--- src/rtl/core_boot_ctrl.sv ---
// Boot/run sequencer: holds the core in reset, streams host bytes into instruction
// memory as little-endian words, then releases the core and counts its run cycles.
module core_boot_ctrl #(
  parameter int ADDR_W = 10,
  parameter int CNT_W  = 16
) (
  input  logic              clk,
  input  logic              reset,
  input  logic              load_start,
  input  logic [ADDR_W:0]   load_len,
  input  logic [CNT_W-1:0]  run_limit,
  input  logic [7:0]        rx_data,
  input  logic              rx_valid,
  output logic              rx_ready,
  input  logic              halt_req,
  output logic              mem_we,
  output logic [ADDR_W-1:0] mem_addr,
  output logic [31:0]       mem_wdata,
  output logic              core_reset_n,
  output logic              core_en,
  output logic              busy,
  output logic              done,
  output logic [1:0]        status,
  output logic [CNT_W-1:0]  cycle_count
);

  typedef enum logic [2:0] {
    S_IDLE, S_LOAD, S_WRITE, S_RELEASE, S_RUN, S_HALT
  } state_e;

  localparam logic [ADDR_W:0] MaxWords = {1'b1, {ADDR_W{1'b0}}};

  state_e              state_q, state_d;
  logic [ADDR_W:0]     wordIdx_q, wordIdx_d;
  logic [1:0]          byteIdx_q, byteIdx_d;
  logic [31:0]         word_q, word_d;
  logic [ADDR_W:0]     len_q, len_d;
  logic [CNT_W-1:0]    limit_q, limit_d;
  logic [CNT_W-1:0]    cnt_q, cnt_d;
  logic [1:0]          status_q, status_d;

  logic                rxReady_q, memWe_q, coreResetN_q, coreEn_q, busy_q, done_q;
  logic [ADDR_W-1:0]   memAddr_q, memAddr_d;
  logic [31:0]         memWdata_q, memWdata_d;

  logic [ADDR_W:0]     wordIdxInc;
  logic [CNT_W-1:0]    cntInc;
  logic [ADDR_W:0]     lenClip;

  assign wordIdxInc = wordIdx_q + 1'b1;
  assign cntInc     = cnt_q + 1'b1;
  assign lenClip    = (load_len > MaxWords) ? MaxWords : load_len;

  always_comb begin
    state_d   = state_q;
    wordIdx_d = wordIdx_q;
    byteIdx_d = byteIdx_q;
    word_d    = word_q;
    len_d     = len_q;
    limit_d   = limit_q;
    cnt_d     = cnt_q;
    status_d  = status_q;
    case (state_q)
      S_IDLE, S_HALT: begin
        if (load_start) begin
          status_d  = 2'b00;
          cnt_d     = '0;
          limit_d   = run_limit;
          len_d     = lenClip;
          wordIdx_d = '0;
          byteIdx_d = '0;
          state_d   = (load_len == '0) ? S_RELEASE : S_LOAD;
        end
      end
      S_LOAD: begin
        if (rx_valid && rxReady_q) begin
          word_d[{byteIdx_q, 3'b000} +: 8] = rx_data;
          byteIdx_d = byteIdx_q + 1'b1;
          if (byteIdx_q == 2'd3) state_d = S_WRITE;
        end
      end
      S_WRITE: begin
        wordIdx_d = wordIdxInc;
        state_d   = (wordIdxInc == len_q) ? S_RELEASE : S_LOAD;
      end
      S_RELEASE: begin
        cnt_d   = '0;
        state_d = S_RUN;
      end
      S_RUN: begin
        // Saturate so an unlimited run never wraps the visible count.
        if (cnt_q != '1) cnt_d = cntInc;
        if (halt_req) begin
          status_d = 2'b01;
          state_d  = S_HALT;
        end else if ((limit_q != '0) && (cntInc == limit_q)) begin
          status_d = 2'b10;
          state_d  = S_HALT;
        end
      end
      default: state_d = S_IDLE;
    endcase
  end

  // Outputs are registered from the next state so they line up with it.
  always_comb begin
    memAddr_d  = memAddr_q;
    memWdata_d = memWdata_q;
    if (state_d == S_WRITE) begin
      memAddr_d  = wordIdx_q[ADDR_W-1:0];
      memWdata_d = word_d;
    end
  end

  always_ff @(posedge clk or negedge reset) begin
    if (!reset) begin
      state_q      <= S_IDLE;
      wordIdx_q    <= '0;
      byteIdx_q    <= '0;
      word_q       <= '0;
      len_q        <= '0;
      limit_q      <= '0;
      cnt_q        <= '0;
      status_q     <= 2'b00;
      rxReady_q    <= 1'b0;
      memWe_q      <= 1'b0;
      memAddr_q    <= '0;
      memWdata_q   <= '0;
      coreResetN_q <= 1'b0;
      coreEn_q     <= 1'b0;
      busy_q       <= 1'b0;
      done_q       <= 1'b0;
    end else begin
      state_q      <= state_d;
      wordIdx_q    <= wordIdx_d;
      byteIdx_q    <= byteIdx_d;
      word_q       <= word_d;
      len_q        <= len_d;
      limit_q      <= limit_d;
      cnt_q        <= cnt_d;
      status_q     <= status_d;
      rxReady_q    <= (state_d == S_LOAD);
      memWe_q      <= (state_d == S_WRITE);
      memAddr_q    <= memAddr_d;
      memWdata_q   <= memWdata_d;
      coreResetN_q <= (state_d == S_RUN) || (state_d == S_HALT);
      coreEn_q     <= (state_d == S_RUN);
      busy_q       <= (state_d == S_LOAD) || (state_d == S_WRITE) ||
                      (state_d == S_RELEASE) || (state_d == S_RUN);
      done_q       <= (state_d == S_HALT) && (state_q != S_HALT);
    end
  end

  assign rx_ready     = rxReady_q;
  assign mem_we       = memWe_q;
  assign mem_addr     = memAddr_q;
  assign mem_wdata    = memWdata_q;
  assign core_reset_n = coreResetN_q;
  assign core_en      = coreEn_q;
  assign busy         = busy_q;
  assign done         = done_q;
  assign status       = status_q;
  assign cycle_count  = cnt_q;

endmodule

--- config.mk ---
export PLATFORM = sky130hd
export DESIGN_NAME = core_boot_ctrl
export DESIGN_NICKNAME = d
export VERILOG_FILES = /design/src/rtl/core_boot_ctrl.sv
export SDC_FILE = /design/constraint.sdc
export NUM_CORES = 1
export LEC_CHECK = 0
export BUFFER_PORTS_ARGS = -buffer_cell sky130_fd_sc_hd__buf_2
export CORE_ASPECT_RATIO = 1.5
export CORE_MARGIN = 4
export CORE_UTILIZATION = 50
export DETAILED_ROUTE_END_ITERATION = 10
export PLACE_DENSITY_LB_ADDON = 0.12
export RECOVER_POWER = 100
export SYNTH_ARGS = -nofsm -noshare
export SYNTH_HDL_FRONTEND = slang
export SYNTH_SLANG_ARGS = --single-unit
export TNS_END_PERCENT = 1
--- constraint.sdc ---
create_clock -name clk -period 7.01 [get_ports clk]
set_input_delay 0.701 -clock clk [delete_from_list [all_inputs] [get_ports clk]]
set_output_delay 0.701 -clock clk [all_outputs]
set_load 0.01 [all_outputs]
==> results of run 1 <==
-- sequential cells by signal, indices dropped and copies added, names as in the netlist --
signal and cells:
byteIdx_q 2, mem_wdata 32, len_q 11, mem_addr 10, core_en 1, mem_we 1, busy 1, word_q 32
state_q 3, cycle_count 16, limit_q 16, core_reset_n 1, done 1, rx_ready 1, status 2, wordIdx_q 11
-- synth_stat cells (2+ instances only) --
library cell	count	area, um2
a221oi_1	2	17.5
nor3_1	8	40.0
xor2_1	6	52.6
nand3b_1	11	82.6
o211ai_1	3	22.5
a22o_1	11	96.3
o31ai_1	12	90.1
a21oi_1	10	50.1
and2_1	6	37.5
inv_1	9	33.8
dfrtp_1	141	3530
buf_2	10	50.1
o22ai_1	2	12.5
nand2_1	176	661
or3_1	3	18.8
ha_1	8	100
o41ai_1	5	43.8
and3_1	7	43.8
nand4_1	6	37.5
nor3b_1	2	15.0
nor2_1	27	101
o21ai_0	61	305
a31oi_1	2	12.5
nor3b_2	2	25.0
nand4_2	3	37.5
nand3_2	2	20.0
xnor2_1	30	263
buf_1	2	7.51
and4_1	3	26.3
clkbuf_1	20	75.1
mux2_2	34	383
nor4_1	10	62.6
nand3_1	14	70.1
-- per-stage QoR --
step | utilization | instance area, um2 | worst slack [ps]
final | 0.593 | 7710 | 2630
after detailed placement | 0.557 | 7250 | 3420
after floorplan | - | 6630 | 4700
after global placement | 0.557 | 7250 | 3500
after global routing | 0.593 | 7710 | 1730
after CTS | 0.605 | 7870 | 3540
-- area by class of cell --
cell class | instances | share of cell area
inverter | 10 | 0.00487
tap | 159 | 0.0258
multi-input combinational | 485 | 0.372
sequential | 141 | 0.457
timing repair buffer | 108 | 0.0597
clock buffer | 18 | 0.0569
clock inverter | 14 | 0.0234
-- routing by layer --
| layer | vias to the layer above | global-route usage | wire (um) |
|---|---|---|---|
| li1 | 2523 | - | - |
| met1 | 2559 | 0.275 | 6550 |
| met3 | 24 | 0.0538 | 953 |
| met2 | 173 | 0.365 | 8070 |
| met5 | - | 0 | 12 |
| met4 | 2 | 0.0808 | 338 |
-- worst reg2reg max path, stage by stage (launching register included) --
cell	delay (ps)
dfrtp_1	520
ha_1	300
nand3_1	250
nor4_1	700
nand3_1	150
nand2_1	410
nor3b_1	1440
o21ai_0	280
o31ai_1	140
-- power by group through the flow --
stage | combinational (W) | sequential (W) | clock [W]
final | 0.000897 | 0.00129 | 0.000927
after global routing | 0.00102 | 0.00132 | 0.000988
after CTS | 0.000953 | 0.00129 | 0.000947
after detailed placement | 0.000942 | 0.00130 | 0
after global placement | 0.000913 | 0.00129 | 0
after floorplan | 0.000638 | 0.00128 | 0
-- cells by family after synthesis --
logic type	share of synthesized area
XOR/XNOR	0.0475
AO/OA/AOI/OAI	0.107
flip-flops	0.532
multiplexers	0.0577
buffers and inverters	0.0257
AND/OR/NAND/NOR	0.215
adder cells (fa/ha/maj)	0.0151
-- worst paths after layout --
| path | start | endpoint | slack [ps] | depth (start not counted) |
|---|---|---|---|---|
| max in group clk | cycle_count[0] | cycle_count[11] | 2730 | 8 |
| min in group asynchronous | reset | mem_addr[5] | 1880 | 1 |
| worst max register to register | cycle_count[0] | cycle_count[11] | 2730 | 8 |
| worst min-delay path | mem_wdata[14] | mem_wdata[14] | 470 | 2 |
| worst min register to register | mem_wdata[14] | mem_wdata[14] | 470 | 2 |
| worst max-delay path | reset | mem_wdata[6] | 2630 | 2 |
==> out/qor.txt, run 1 <==
STATUS
-------------------------------------------------------------------------------------------
Result of the run                                                              complete, but fails checks
Violations in the final reports                                                capacitance limit, slew limit

PWR
-------------------------------------------------------------------------------------------
Sequential cell fraction of total power                                               0.413
Combinational share of power                                                          0.288
Fraction of power spent switching nets                                                0.349
Worst vdd ir                                                                       0.193 mV
Total power divided by cell area                                                 403 nW/um2
Net Sw Power                                                                      0.00108 W
Post-layout total power                                                           0.00311 W
Static power due to leakage                                                         3.58 nW
Fraction of power consumed by the clock network                                       0.298
Cell internal power dissipation                                                   0.00203 W

SYNTH
-------------------------------------------------------------------------------------------
Synth async-reset ratio                                                                1.00
Register area share after synthesis                                                   0.532
Cells after synthesis                                                                   668
Most used flip-flop cell after synthesis                                            dfrtp_1
Post-synth design cell area                                                        6630 um2
Post-Synthesis Net Count                                                                716
Synth Register Bits                                                                     141
Mean cell area of the mapped netlist                                               9.93 um2
Number of warning messages in the yosys log                                               0
Number of flops mapped to enable cells by yosys                                           0
Count of different cell masters after synthesis                                          53

SETUP PATH
-------------------------------------------------------------------------------------------
Maximum single-stage delay on the critical path                                     3070 ps
Critical path capture point type                                                  async pin
Top delay family on crit path                                                  buffers and inverters
Buffers and inverters on the worst path                                                   2
Data required time of the critical path                                             7460 ps
Arrival time at the worst endpoint                                                  4830 ps
Critical setup path kind                                                           in2async
Largest driver fanout on the critical path                                               83
Sort of element at the start of the critical path                                 input pin
Series of cell instances along the critical path                               clkbuf_1 > buf_4
Cell at the slowest stage of the critical path                                     clkbuf_1

CELLS AND AREA
-------------------------------------------------------------------------------------------
Multi-input gate area                                                              2870 um2
Register area                                                                      3530 um2
Final non-filler cell total                                                             935
Fill cell count                                                                        1191
Most used cells in the layout excluding fill and tap cells                     nand2_1 (176), dfrtp_1 (141), clkbuf_1 (68)
Share of final-layout standard cells stronger than drive strength 1                   0.144
Layout net count                                                                        811
Antenna Diode Count                                                                       0
Layout area overhead                                                                  16.3%
Most common library cell in the layout ignoring fill and taps                       nand2_1

GLOBAL ROUTING
-------------------------------------------------------------------------------------------
Initial antenna violation count                                                           1
Grt ovf                                                                                   0
Wire length of the first global-routing pass                                        26.1 mm
GRT Overall Usage                                                                     0.219
Maximum number of pins on one net before global-route repair                             84
Via count of the first global-routing pass                                             5289

CLOCKING
-------------------------------------------------------------------------------------------
TritonCTS buffer count                                                                   17
Max Root-Sink Buffers                                                                     2
Library cell used as clock root buffer                                            clkbuf_16
Post-CTS Setup Repair Bufs                                                                0
Number of clock sinks seen by CTS                                                       141
Clk pin slew, worst setup/hold paths                                                  60 ps
Post-CTS sizing                                                                           0
CTS tree                                                                                yes
Clock latency at the later pin of the worst-skew pair                                410 ps
H-tree level count                                                                        4
Count of hold buffers inserted by post-cts repair                                         0

TIMING
-------------------------------------------------------------------------------------------
Worst hold slack                                                                     473 ps
RSZ-0062 raised after global routing                                                     no
Final setup viols                                                                         0
Tcrit/Tclk final                                                                      0.625
Count of endpoints failing hold in the final timing report                                0
Setup clock skew after layout                                                       12.3 ps
Worst-margin pin slew                                                               4440 ps
Summed negative setup slack over all endpoints                                         0 ps
Peak clock frequency supported by timing                                          0.228 GHz
Min cycle time layout                                                               4380 ps
Relative slew slack                                                                   -1.96
Final Max Tran Viols                                                                    102

DIE
-------------------------------------------------------------------------------------------
Chip Height                                                                          149 um
Core Footprint                                                                    13000 um2
Initial core utilization                                                              0.510
Number of rows created at floorplan                                                      51
Horizontal die dimension                                                             102 um
Top-level I/O count                                                                     106
Die Area                                                                          15200 um2

ROUTING
-------------------------------------------------------------------------------------------
Detailed Route WL                                                                   15.9 mm
Post-route DRC violation count                                                            0
Detailed-route vias per instance                                                       5.65
Number of vias in the routed layout                                                    5281
Number of design-rule violations left by the first detailed-router iteration            209
Routed WL per cell                                                                  17.0 um
Antenna viol nets, final                                                                  0
Pre-Repair DR Iteration Count                                                             5

PLACEMENT
-------------------------------------------------------------------------------------------
Total placed cells including tap cells                                                  903
Number of port buffers                                                                  105
Final weighted congestion of routability-driven global placement                      0.897
DP HPWL                                                                             11.3 mm

JOB
-------------------------------------------------------------------------------------------
Max Cap Viol                                                                              3

WORST HOLD PATH
-------------------------------------------------------------------------------------------
Hold Crit Class                                                                     reg2reg

(Power assumes the default switching activity.)
==> inputs of run 2 (changes only) <==
- ABC_AREA: default -> 1
- clock period: 7.01 -> 3.88 ns (I/O delays scaled with it)
==> run 2 against run 1 <==
Compared with the run above:
- the run still ends with capacitance limit, slew limit left
- non-clock buffer count grew 1
- routed wire length rose by 6.3%
- setup slack lost 1500 ps
- register-to-register slack worse by 1600 ps
- critical path type is now reg2reg
- largest cell class unchanged
==> out/qor.txt, run 2 <==
PLACEMENT
-------------------------------------------------------------------------------------------
Cell area after placement                                                          7490 um2   +3.2%
DP HPWL                                                                             12.4 mm   +9.6%
Setup Slack @ Placement                                                             1310 ps   -2110 ps
Number of port buffers                                                                  105   unchanged
Final weighted congestion of routability-driven global placement                      0.877   -2.2%

SETUP PATH
-------------------------------------------------------------------------------------------
Setup slack, reg-to-reg                                                             1150 ps   -1580 ps
Maximum single-stage delay on the critical path                                      840 ps   -2230 ps
R2R depth                                                                                 8   unchanged
Cell at the slowest stage of the critical path                                       nor3_1
Sort of element at the start of the critical path                                 flip-flop
Data required time of the critical path                                             4230 ps   -3230 ps
End of the worst register-to-register path                                     mem_wdata[5]
Arrival time at the worst endpoint                                                  3070 ps   -1760 ps
Buffers and inverters on the worst path                                                   2   unchanged
Top cell by count, worst path                                                       nand2_1
Source of the worst register-to-register timing path                           byteIdx_q[0]
Series of cell instances along the critical path                               inv_1 > ha_1 > clkinv_1 > nor3_1 > nand2_1 > o21ai_0 > nand2_1 > nand2_1
Source of the critical timing path                                             byteIdx_q[0]
Largest driver fanout on the critical path                                               17   -80%
Top delay family on crit path                                                  simple AND/OR/NAND/NOR gates
Critical path capture point type                                                  flip-flop
Critical setup path kind                                                            reg2reg

TIMING
-------------------------------------------------------------------------------------------
Setup clock skew after layout                                                       12.9 ps   +0.596 ps
Final Max Tran Viols                                                                    104   +2.0%
Min cycle time layout                                                               2730 ps
Worst-margin pin slew                                                               2500 ps   -1940 ps
Slack of the critical path                                                          1150 ps   -1470 ps
Relative slew slack                                                                  -0.669   +1.29
Count of endpoints failing hold in the final timing report                                0   unchanged
Summed negative setup slack over all endpoints                                         0 ps   unchanged
Worst hold slack                                                                     172 ps   -301 ps
Final setup viols                                                                         0   unchanged
Tcrit/Tclk final                                                                      0.702
Peak clock frequency supported by timing                                          0.367 GHz
RSZ-0062 raised after global routing                                                     no

CLOCKING
-------------------------------------------------------------------------------------------
Max Root-Sink Buffers                                                                     2   unchanged
H-tree level count                                                                        4   unchanged
TritonCTS buffer count                                                                   17   unchanged
Clock latency at the later pin of the worst-skew pair                                420 ps   about the same
Clk pin slew, worst setup/hold paths                                                  70 ps   about the same
Library cell used as clock root buffer                                            clkbuf_16
Count of hold buffers inserted by post-cts repair                                         0   unchanged
Post-CTS Setup Repair Bufs                                                                0   unchanged
Number of clock sinks seen by CTS                                                       141   unchanged
CTS tree                                                                                yes
Post-CTS sizing                                                                           0   unchanged

CELLS AND AREA
-------------------------------------------------------------------------------------------
Share of final-layout standard cells stronger than drive strength 1                  0.0988   -0.0455
Antenna Diode Count                                                                       0   unchanged
Layout area overhead                                                                  15.0%
Post-layout util                                                                      0.585   -0.00752
Total non-filler cell area in the finished layout                                  7840 um2   +1.7%
Most used cells in the layout excluding fill and tap cells                     nand2_1 (288), dfrtp_1 (141), nand3_1 (72)
Layout net count                                                                        986   +22%
Most common library cell in the layout ignoring fill and taps                       nand2_1

WORST HOLD PATH
-------------------------------------------------------------------------------------------
Worst hold path depth                                                                     3   +1
Launch point of the worst hold path                                            run_limit[9]
Terminating pin of the worst hold path                                           limit_q[9]
Hold Crit Class                                                                      in2reg

STATUS
-------------------------------------------------------------------------------------------
Result of the run                                                              complete, but fails checks
Violations in the final reports                                                capacitance limit, slew limit

DIE
-------------------------------------------------------------------------------------------
Top-level I/O count                                                                     106   unchanged
Horizontal die dimension                                                             103 um   +1.3%
Initial core utilization                                                              0.509   -0.000836
Chip Height                                                                          151 um   +1.3%
Number of rows created at floorplan                                                      52   +2.0%
Die Area                                                                          15600 um2   +2.6%
Core Footprint                                                                    13400 um2   +3.0%

JOB
-------------------------------------------------------------------------------------------
Max Cap Viol                                                                              1   -2

SYNTH
-------------------------------------------------------------------------------------------
Count of different cell masters after synthesis                                          38   -28%
Leading area contributor after synthesis                                            dfrtp_1
Post-Synthesis Net Count                                                                880   +23%
Cells after synthesis                                                                   832   +25%
Number of warning messages in the yosys log                                               0   unchanged
Top cells by area in the synthesized netlist                                   dfrtp_1 (52%), nand2_1 (16%), nand3_1 (4.9%)
Post-synth design cell area                                                        6820 um2   +2.8%
Ranking of synthesized cells by instance count                                 nand2_1 (286), dfrtp_1 (141), nand3_1 (67), inv_1 (64), nor2_1 (51)
Register area share after synthesis                                                   0.517   -0.0144
Synth top area share                                                                  0.517   -0.0144
Count leader, synth                                                                 nand2_1
Most used flip-flop cell after synthesis                                            dfrtp_1
Number of flops mapped to enable cells by yosys                                           0   unchanged
Synth Register Bits                                                                     141   unchanged
Synth async-reset ratio                                                                1.00   unchanged
Mean cell area of the mapped netlist                                               8.20 um2   -17%

ROUTING
-------------------------------------------------------------------------------------------
Routed WL per cell                                                                  15.2 um   -11%
Number of vias in the routed layout                                                    5896   +12%
Pre-Repair DR Iteration Count                                                             5   unchanged
Antenna viol nets, final                                                                  0   unchanged
Detailed Route WL                                                                   16.9 mm   +6.3%
Post-route DRC violation count                                                            0   unchanged
Detailed-route vias per instance                                                       5.30   -6.2%
Number of design-rule violations left by the first detailed-router iteration            300   +44%

PWR
-------------------------------------------------------------------------------------------
Total power divided by cell area                                                 656 nW/um2   +63%
Worst vdd ir                                                                       0.356 mV   +84%
Static power due to leakage                                                         3.83 nW   +6.9%

GLOBAL ROUTING
-------------------------------------------------------------------------------------------
Maximum number of pins on one net before global-route repair                            104   +24%
Via count of the first global-routing pass                                             5703   +7.8%
Initial antenna violation count                                                           0   -1
Grt ovf                                                                                   0   unchanged
Wire length of the first global-routing pass                                        27.8 mm   +6.7%
GRT Overall Usage                                                                     0.229   +0.0104

-- run 2: cell count changes in the layout (fill, tap and decap cells not counted), sizes merged, moves of 10 or more --
| cell | change |
|---|---|
| o21ai | +10 |
| nand3 | +57 |
| mux2 | -34 |
| nand2 | +114 |
| o22ai | +20 |
| a22o | -11 |
| nor2 | +34 |
| xnor2 | -28 |
| inv | +62 |
-- run 2: worst reg2reg max path: cells and delay by family (launching register included) --
family,cells,cell delay (ps)
flip-flops,1,510
adder cells (fa/ha/maj),1,180
AO/OA/AOI/OAI,1,290
AND/OR/NAND/NOR,4,1140
buffers and inverters,2,550
-- run 2: metal layers --
metal,part of all wire,wire (um),track usage
met1,0.42,7070,0.287
met2,0.51,8660,0.386
met3,0.046,783,0.0507
met4,0.025,422,0.0817
met5,0,0,0
-- run 2: cells by family after synthesis --
| group | after synthesis | share of synthesized area |
|---|---|---|
| AO/OA/AOI/OAI | 117 | 0.102 |
| XOR/XNOR | 7 | 0.0110 |
| adder cells (fa/ha/maj) | 8 | 0.0147 |
| buffers and inverters | 101 | 0.0576 |
| flip-flops | 141 | 0.517 |
| AND/OR/NAND/NOR | 458 | 0.298 |
-- run 2: how the worst max path moves through the flow --
stage	endpoint	cells past startpoint	slack (ps)
after floorplan	mem_wdata[6]	9	1640
after global placement	mem_wdata[7]	7	1330
after detailed placement	mem_wdata[5]	8	1310
after CTS	mem_wdata[5]	8	1280
after global routing	limit_q[4]	2	560
final	mem_wdata[5]	8	1150
-- run 2: power breakdown --
part	switching [W]	leakage (nW)	internal [W]	total, W
sequential	0.000258	1.90	0.00186	0.00212
clock	0.000628	0.262	0.000879	0.00151
combinational	0.00104	1.67	0.000480	0.00152
total	0.00193	3.83	0.00322	0.00515
-- run 2: layout make-up --
class	count	area, um2
clock buffer	18	429
clock inverter	14	120
fill	1297	5560
inverter	79	297
multi-input combinational	590	2800
sequential	141	3530
tap	162	203
timing repair buffer	109	469
-- run 2: through the flow --
stage	cells	power, W
after floorplan	832	0.00324
after global placement	1081	0.00375
after detailed placement	1081	0.00379
after CTS	1113	0.00531
after global routing	1113	0.00552
final	1113	0.00515
